**config.mk**
```make
export PLATFORM = sky130hd
export DESIGN_NAME = num_seq_player
export DESIGN_NICKNAME = d
export VERILOG_FILES = /design/src/rtl/num_seq_pkg.sv /design/src/rtl/num_seq_buf.sv /design/src/rtl/num_seq_player.sv
export SDC_FILE = /design/constraint.sdc
export NUM_CORES = 1
export LEC_CHECK = 0
export BUFFER_PORTS_ARGS = -buffer_cell sky130_fd_sc_hd__buf_2
export CAP_MARGIN = 20
export CORE_ASPECT_RATIO = 0.9
export CORE_MARGIN = 4
export CORE_UTILIZATION = 58
export DETAILED_ROUTE_END_ITERATION = 16
export GPL_ROUTABILITY_DRIVEN = 0
export PLACE_DENSITY = 0.75
export SLEW_MARGIN = 20
export SYNTH_ARGS = -nofsm -noshare
export SYNTH_HDL_FRONTEND = slang
export SYNTH_SLANG_ARGS = --single-unit
export TNS_END_PERCENT = 100
```
**constraint.sdc**
```tcl
create_clock -name clk -period 4.24 [get_ports clk]
set_input_delay 0.636 -clock clk [delete_from_list [all_inputs] [get_ports clk]]
set_output_delay 0.636 -clock clk [all_outputs]
set_load 0.02 [all_outputs]
```
**src/rtl/num_seq_pkg.sv**
```systemverilog
// Shared types and sizing for the num symbol-stream player.
package num_seq_pkg;

  typedef enum logic {
    IDLE = 1'b0,
    PLAY = 1'b1
  } state_t;

  localparam int SYM_W_DEF = 2;
  localparam int DEPTH_DEF = 16;
  localparam int CNT_W_DEF = $clog2(DEPTH_DEF) + 1;

  // Count needs one more bit than the pointer so a full buffer is representable.
  function automatic int cnt_w(input int depth);
    return $clog2(depth) + 1;
  endfunction

endpackage

```
**src/rtl/num_seq_buf.sv**
```systemverilog
// Symbol store: append-only write port with saturating count, registered read port.
module num_seq_buf
  import num_seq_pkg::*;
#(
  parameter int DEPTH = DEPTH_DEF,
  parameter int SYM_W = SYM_W_DEF,
  parameter int AW    = $clog2(DEPTH),
  parameter int CW    = cnt_w(DEPTH)
) (
  input  logic             clk,
  input  logic             reset,
  input  logic             clear,
  input  logic             wr_en,
  input  logic [SYM_W-1:0] wr_data,
  input  logic             rd_en,
  input  logic [AW-1:0]    rd_addr,
  output logic [SYM_W-1:0] rd_data,
  output logic [CW-1:0]    count
);

  logic [SYM_W-1:0] mem [DEPTH];
  logic             wr_ok;

  // clear wins over a same-cycle write; writes past capacity are dropped.
  assign wr_ok = wr_en && !clear && (count < CW'(DEPTH));

  always_ff @(posedge clk) begin
    if (reset) begin
      count <= '0;
    end else if (clear) begin
      count <= '0;
    end else if (wr_ok) begin
      count <= count + CW'(1);
    end
  end

  always_ff @(posedge clk) begin
    if (!reset && wr_ok) begin
      mem[count[AW-1:0]] <= wr_data;
    end
  end

  // Read data returns to zero whenever no symbol is being issued.
  always_ff @(posedge clk) begin
    if (reset || !rd_en) begin
      rd_data <= '0;
    end else begin
      rd_data <= mem[rd_addr];
    end
  end

endmodule

```
**src/rtl/num_seq_player.sv**
```systemverilog
// Replays a loaded symbol pattern onto num/num_valid, once or looping.
module num_seq_player
  import num_seq_pkg::*;
#(
  parameter int DEPTH = DEPTH_DEF,
  parameter int SYM_W = SYM_W_DEF
) (
  input  logic                      clk,
  input  logic                      reset,
  input  logic                      clear,
  input  logic                      wr_en,
  input  logic [SYM_W-1:0]          wr_data,
  input  logic                      start,
  input  logic                      loop,
  input  logic                      stop,
  output logic [SYM_W-1:0]          num,
  output logic                      num_valid,
  output logic                      busy,
  output logic                      done,
  output logic [$clog2(DEPTH):0]    count,
  output logic                      dbg_state
);

  localparam int AW = $clog2(DEPTH);
  localparam int CW = cnt_w(DEPTH);

  // Stream semantics: num_valid qualifies num for exactly one cycle; there is
  // no backpressure, so the consumer must take every valid symbol as it comes.

  state_t        state, state_nx;
  logic [AW-1:0] rd_ptr, rd_ptr_nx;
  logic [AW-1:0] rd_addr;
  logic          issue, done_nx;
  logic          start_ok, buf_clr, buf_wr;

  num_seq_buf #(
    .DEPTH (DEPTH),
    .SYM_W (SYM_W),
    .AW    (AW),
    .CW    (CW)
  ) u_buf (
    .clk     (clk),
    .reset   (reset),
    .clear   (buf_clr),
    .wr_en   (buf_wr),
    .wr_data (wr_data),
    .rd_en   (issue),
    .rd_addr (rd_addr),
    .rd_data (num),
    .count   (count)
  );

  always_comb begin
    state_nx  = state;
    rd_ptr_nx = rd_ptr;
    rd_addr   = rd_ptr;
    issue     = 1'b0;
    done_nx   = 1'b0;
    start_ok  = 1'b0;
    buf_clr   = 1'b0;
    buf_wr    = 1'b0;

    case (state)
      IDLE: begin
        buf_clr  = clear;
        start_ok = start && !clear && (count != '0);
        buf_wr   = wr_en && !clear && !start_ok;
        if (start_ok) begin
          issue    = 1'b1;
          rd_addr  = '0;
          state_nx = PLAY;
        end
      end
      PLAY: begin
        // A raised done means the final one-shot symbol is on the output now.
        if (stop || done) begin
          state_nx  = IDLE;
          rd_ptr_nx = '0;
        end else begin
          issue = 1'b1;
        end
      end
      default: state_nx = IDLE;
    endcase

    if (issue) begin
      if ({1'b0, rd_addr} == count - CW'(1)) begin
        rd_ptr_nx = '0;
        done_nx   = !loop;
      end else begin
        rd_ptr_nx = rd_addr + AW'(1);
      end
    end
  end

  always_ff @(posedge clk) begin
    if (reset) begin
      state     <= IDLE;
      rd_ptr    <= '0;
      done      <= 1'b0;
      num_valid <= 1'b0;
    end else begin
      state     <= state_nx;
      rd_ptr    <= rd_ptr_nx;
      done      <= done_nx;
      num_valid <= issue;
    end
  end

  assign busy      = (state != IDLE);
  assign dbg_state = (state == PLAY);

endmodule
```
; After elaboration in Yosys (flattened, before gate mapping)
; Memory sizes are Yosys's and may differ from the RTL's. A register that Yosys moved wholly into a read port is not among the register bits.
; Index checks and enable logic that the tools add are counted.
; Widths: inputs -> output; s select.
[totals]
ramBits = 32
ff_bits = 11
out_inout_bits = 11
memories = 1
elab_cells = 47
[mem_list]
columns = name, words, word_bits, rd, rd_ports_with_merged_regs, wr, line_no
row1 = u_buf.mem, 16, 2, 1, 1, 1, num_seq_buf.sv:21  ; logic [SYM_W-1:0] mem [DEPTH];
[op_classes]
mux = 13
addsub = 3
eq_ne = 1
n_reduce_logical = 21
order_cmp = 1
n_bitwise = 3
[ops]
columns = operator, count
row1 = $mux 4, 6
row2 = $logic_and 1x1->1, 7
row3 = $logic_not 1->1, 6
row4 = $mux 1, 6
row5 = $add 5x1->5 const B, 1
row6 = $eq 4x5->1, 1
row7 = $lt 5x5->1 const B, 1
row8 = $reduce_bool 5->1, 1
row9 = $sub 5x1->5 const B, 1
row10 = $add 4x1->4 const B, 1
row11 = $reduce_bool 2->1, 2
row12 = $not 1->1, 3
row13 = $reduce_or 3->1, 1
row14 = $logic_or 1x1->1, 2
row15 = $pmux 1 s2, 1
row16 = $reduce_and 2->1, 1
row17 = $reduce_or 2->1, 1

; Longest topological paths before layout
[logic_depth]
ltp_word = 11
mapped_depth = 10
depth_no_buf = 9

; Hierarchy
; From an unflattened synthesis, not the netlist that was laid out.
[hier_totals]
hier_cells = 190
hier_area_um2 = 2263.4
[modules_own_cells]
columns = mod, cells_per_inst, seq_area_each_um2, n_inst, area_each_um2
row1 = num_seq_buf, 121, 1101.1, 1, 1729.2
row2 = num_seq_player, 69, 120.1, 1, 534.3

; Least setup slack after synthesis
; OpenSTA, ideal clock, no wires.
[synth_timing]
path_type = register -> register
startpoint = register u_buf.count[0]
endpoint = register rd_ptr[2]
setup_time_ns = 0.070
path_slack_ns = 1.649
synth_period_minus_slack_ns = 2.591
arrival_time_ns = 2.521
stages_incl_launch_ff = 11
path_cell_list = dfxtp_1 -> inv_1 -> ha_1 -> nor4b_4 -> or2_4 -> buf_6 -> and2_1 -> ha_1 -> a2111oi_0 -> nand2_1 -> a21oi_1
[synth_between]
elab_chain_cells = 7
elab_cells_between_ends = 14
classes_between = 2 x add/sub / 1 x eq/ne / 6 x mux / 5 x reduce/logical
[synth_lines]
columns = element, line_no
row1 = "start, declared", num_seq_buf.sv:18  ; output logic [CW-1:0] count
row2 = "start signal, assigned", num_seq_buf.sv:33  ; count <= count + CW'(1);
row3 = $reduce_bool 5->1, num_seq_player.sv:66  ; start_ok = start && !clear && (count != '0);
row4 = $logic_and 1x1->1, num_seq_player.sv:66
row5 = $mux 4, num_seq_player.sv:68  ; if (start_ok) begin
row6 = $mux 4, num_seq_player.sv:63  ; case (state)
row7 = $add 4x1->4 / $eq 4x5->1 (equally long branches), "num_seq_player.sv:91, num_seq_player.sv:87"
row8 = $mux 4, num_seq_player.sv:87  ; if ({1'b0, rd_addr} == count - CW'(1)) begin
row9 = $mux 4, num_seq_player.sv:86  ; if (issue) begin
row10 = "end signal, assigned", num_seq_player.sv:104  ; rd_ptr <= rd_ptr_nx;
row11 = "end, declared", num_seq_player.sv:31  ; logic [AW-1:0] rd_ptr, rd_ptr_nx;
; Parallel ways exist; a longest one is shown, timed or not.
; A chain may end at the register's enable or synchronous reset.

; Worst setup path in the final report
; Ends and elaborated chain as after synthesis.

==> impl_metrics.json <==
{
  "drc": 0,
  "totalWireLength_um": 4200,
  "cpMaxStageDelayCell": "a2111oi_0",
  "die_x_um": 73.7,
  "synthFlopType": "edfxtp_1",
  "crit_top_cell": "ha_1",
  "drtAntennaViolNets": 0,
  "relSlewSlack_pct": 40.4,
  "powerDensity_nw_per_um2": 317,
  "hold_path_end": "done$_SDFF_PP0_",
  "max_freq_mhz": 373,
  "crit_buf_inv": 1,
  "holdPathStages": 2,
  "grt_pass1_vias": 1478,
  "ys_warn_count": 0,
  "cts_inserted_buffers": 5,
  "area.growth.synth_to_final_pct": 7.45,
  "min_from": "loop",
  "grt-ovfl-total": 0,
  "track_usage_pct": 19.2,
  "cts_hold_buf": 0,
  "tns_ns": 0,
  "worst_setup_path_start_kind": "flop",
  "grt_first_pass_wirelength_um": 7000,
  "syn_nets": 215,
  "crit_family": "simple AND/OR/NAND/NOR gates",
  "viasPerCell": 5.83,
  "crit_required_ns": 4.47,
  "cts_tree": "yes",
  "slew_violations": 0,
  "finalClockSkew_ns": 0.00658,
  "path_cells": "inv_1 -> ha_1 -> nor4b_4 -> or2_4 -> and2_1 -> ha_1 -> a2111oi_0 -> nand2_1 -> a21oi_1",
  "drv_cap": 0,
  "crit_type": "flop to flop",
  "io_buffers": 19,
  "yosys_register_bits": 45,
  "netlist_area_sq_um": 2250,
  "synth_seq_area_share_pct": 54.3,
  "num_io_pins": 20,
  "die_h_um": 67.1,
  "cts.reportedPaths.clkPinSlew_ns": 0.08,
  "clock_tree.root_cell": "clkbuf_8",
  "finalCritPeriodShare_pct": 63.3,
  "grt_max_degree": 24,
  "placed_area_sq_um": 2330,
  "cp.arrival_ns": 2.91,
  "drtIter0Drc": 118,
  "ir_worst_vdd_mv": 0.220,
  "insertion_delay_ns": 0.30,
  "synthCells": 200,
  "start_util_pct": 60.3,
  "rsz0062_at_grt": "false",
  "hp-class": "input port to flop",
  "cts_sinks": 45,
  "post_cts_buffers": 0,
  "dp_hpwl_um": 3050,
  "syn_area_per_cell_sq_um": 11.2,
  "vias": 1517,
  "r2r_end": "rd_ptr[2]$_SDFFE_PP0P_",
  "wl_per_cell_um": 16.1,
  "cp-end-kind": "flop",
  "path_max_fanout": 12,
  "htreeDepth": 2,
  "core_sq_um": 3730,
  "r2r_cells": 9,
  "async_reset_ff_share_pct": 0,
  "antennaDiodeCount": 0,
  "finalSetupViolCount": 0,
  "drive_gt1_share_pct": 17.3,
  "outcome": "complete, no violations",
  "hold_viol": 0,
  "dr.pass1.iters": 4,
  "synth_edf_count": 32,
  "antenna_found_initial": 0,
  "multi_input_comb_area_sq_um": 918,
  "rows": 21,
  "nets": 228,
  "slowest_delay_ns": 0.54,
  "regArea_sq_um": 1220,
  "r2r_start": "u_buf.count[0]$_SDFFE_PP0P_",
  "power.static_leakage_nw": 0.855,
  "synth.distinct_cells": 42,
  "finalCriticalPeriod_ns": 2.68,
  "cts_buffer_depth": 2,
  "reg2reg_slack_ns": 1.56,
  "fin_area_sq_um": 2420,
  "die-area_sq_um": 4940,
  "cts_resized": 0,
  "tightest_slew_ns": 0.892,
  "fillers": 308
}
-- metrics by stage --
stage          total power, mW  hold WS (ns)  utilization [%]  worst slack [ns]  cells
4_1_cts                  0.775         0.489             64.8              1.56    260
2_1_floorplan            0.507         0.548                -              1.65    200
5_1_grt                  0.804         0.489             64.8              1.28    260
3_5_place_dp             0.521         0.596             62.4              1.45    252
6_report                 0.766         0.496             64.8              1.56    260
3_3_place_gp             0.519         0.589             62.4              1.58    252
-- sequential cells by signal, summed over array words and instances (netlist names) --
register,flops
busy,1
u_buf.mem,32
u_buf.count,5
u_buf.rd_data,2
rd_ptr,4
done,1
-- cell type report --
class,count,area share (%)
Inverter,10,1.55
Timing Repair Buffer,19,3.93
Sequential cell,45,50.5
Tap cell,46,2.38
Multi-Input combinational cell,132,38.0
Clock inverter,2,0.621
Clock buffer,6,3.00
-- metal layers --
metal	routed length, um	global-route usage (%)	vias up
met5	0	0	-
met4	46	6.79	0
met3	252	5.58	5
met2	1970	27.9	41
met1	1930	27.0	725
li1	-	-	746
-- cells by family after synthesis --
family / Yosys count / synth area share [%]
xor gates and xnor gates: 9 / 3.50
muxes: 10 / 6.67
and+or+nand+nor: 75 / 17.0
buffers and inverters: 23 / 4.89
adders and majority gates: 6 / 3.34
DFF: 45 / 54.3
AOI/OAI and AO/OA: 32 / 10.3
-- worst reg2reg max path: cells and delay by family, from the launching register on --
| kind | cells | cell delay [ns] |
|---|---|---|
| simple gates | 4 | 0.81 |
| compound gates | 2 | 0.69 |
| fa+ha+maj | 2 | 0.44 |
| flops | 1 | 0.51 |
| buf+inv | 1 | 0.15 |
-- report_power, final --
part           internal, mW  switching (mW)  leakage, nW
Clock                 0.116           0.139       0.0374
Combinational        0.0134          0.0223        0.425
Sequential            0.471         0.00369        0.393
Total                 0.600           0.165        0.855
-- how the worst max path moves through the flow --
stage	start	to	depth (start not counted)	slack (ns)
final	u_buf.count[0]$_SDFFE_PP0P_	rd_ptr[2]$_SDFFE_PP0P_	9	1.56
after floorplan	u_buf.count[0]$_SDFFE_PP0P_	rd_ptr[2]$_SDFFE_PP0P_	10	1.65
after CTS	u_buf.count[0]$_SDFFE_PP0P_	u_buf.mem[1][1]$_DFFE_PP_	7	1.56
after global routing	u_buf.count[0]$_SDFFE_PP0P_	u_buf.mem[3][0]$_DFFE_PP_	7	1.28
after detailed placement	clear	rd_ptr[2]$_SDFFE_PP0P_	8	1.45
after global placement	clear	rd_ptr[2]$_SDFFE_PP0P_	8	1.58
-- cells in the final DEF (no fill, tap or decap), types with 3 or more instances in the layout --
cell	instances
mux2i_1	6
xnor2_1	4
nor3_1	8
inv_1	10
xor2_1	5
a221oi_1	3
o21bai_1	3
nor2_1	29
ha_1	6
nand2b_1	5
edfxtp_1	32
a21oi_1	8
dfxtp_1	13
a31oi_1	3
and3_1	3
nand2_1	13
buf_2	19
mux4_2	4
nand3_1	4
clkbuf_8	5
o21ai_0	5
-- synthesized netlist by cell type, drive strengths merged (4+ instances only) --
library cell	count	area, sq um
a21oi	8	40.0
buf	7	50.0
clkbuf	6	22.5
dfxtp	13	260
edfxtp	32	961
ha	6	75.1
inv	10	37.5
mux2i	6	60.1
mux4	4	90.1
nand2	14	60.1
nand2b	5	31.3
nand3	4	20.0
nor2	30	115
nor3	8	40.0
o21ai	5	25.0
xnor2	4	35.0
xor2	5	43.8
(Power assumes the default switching activity.)
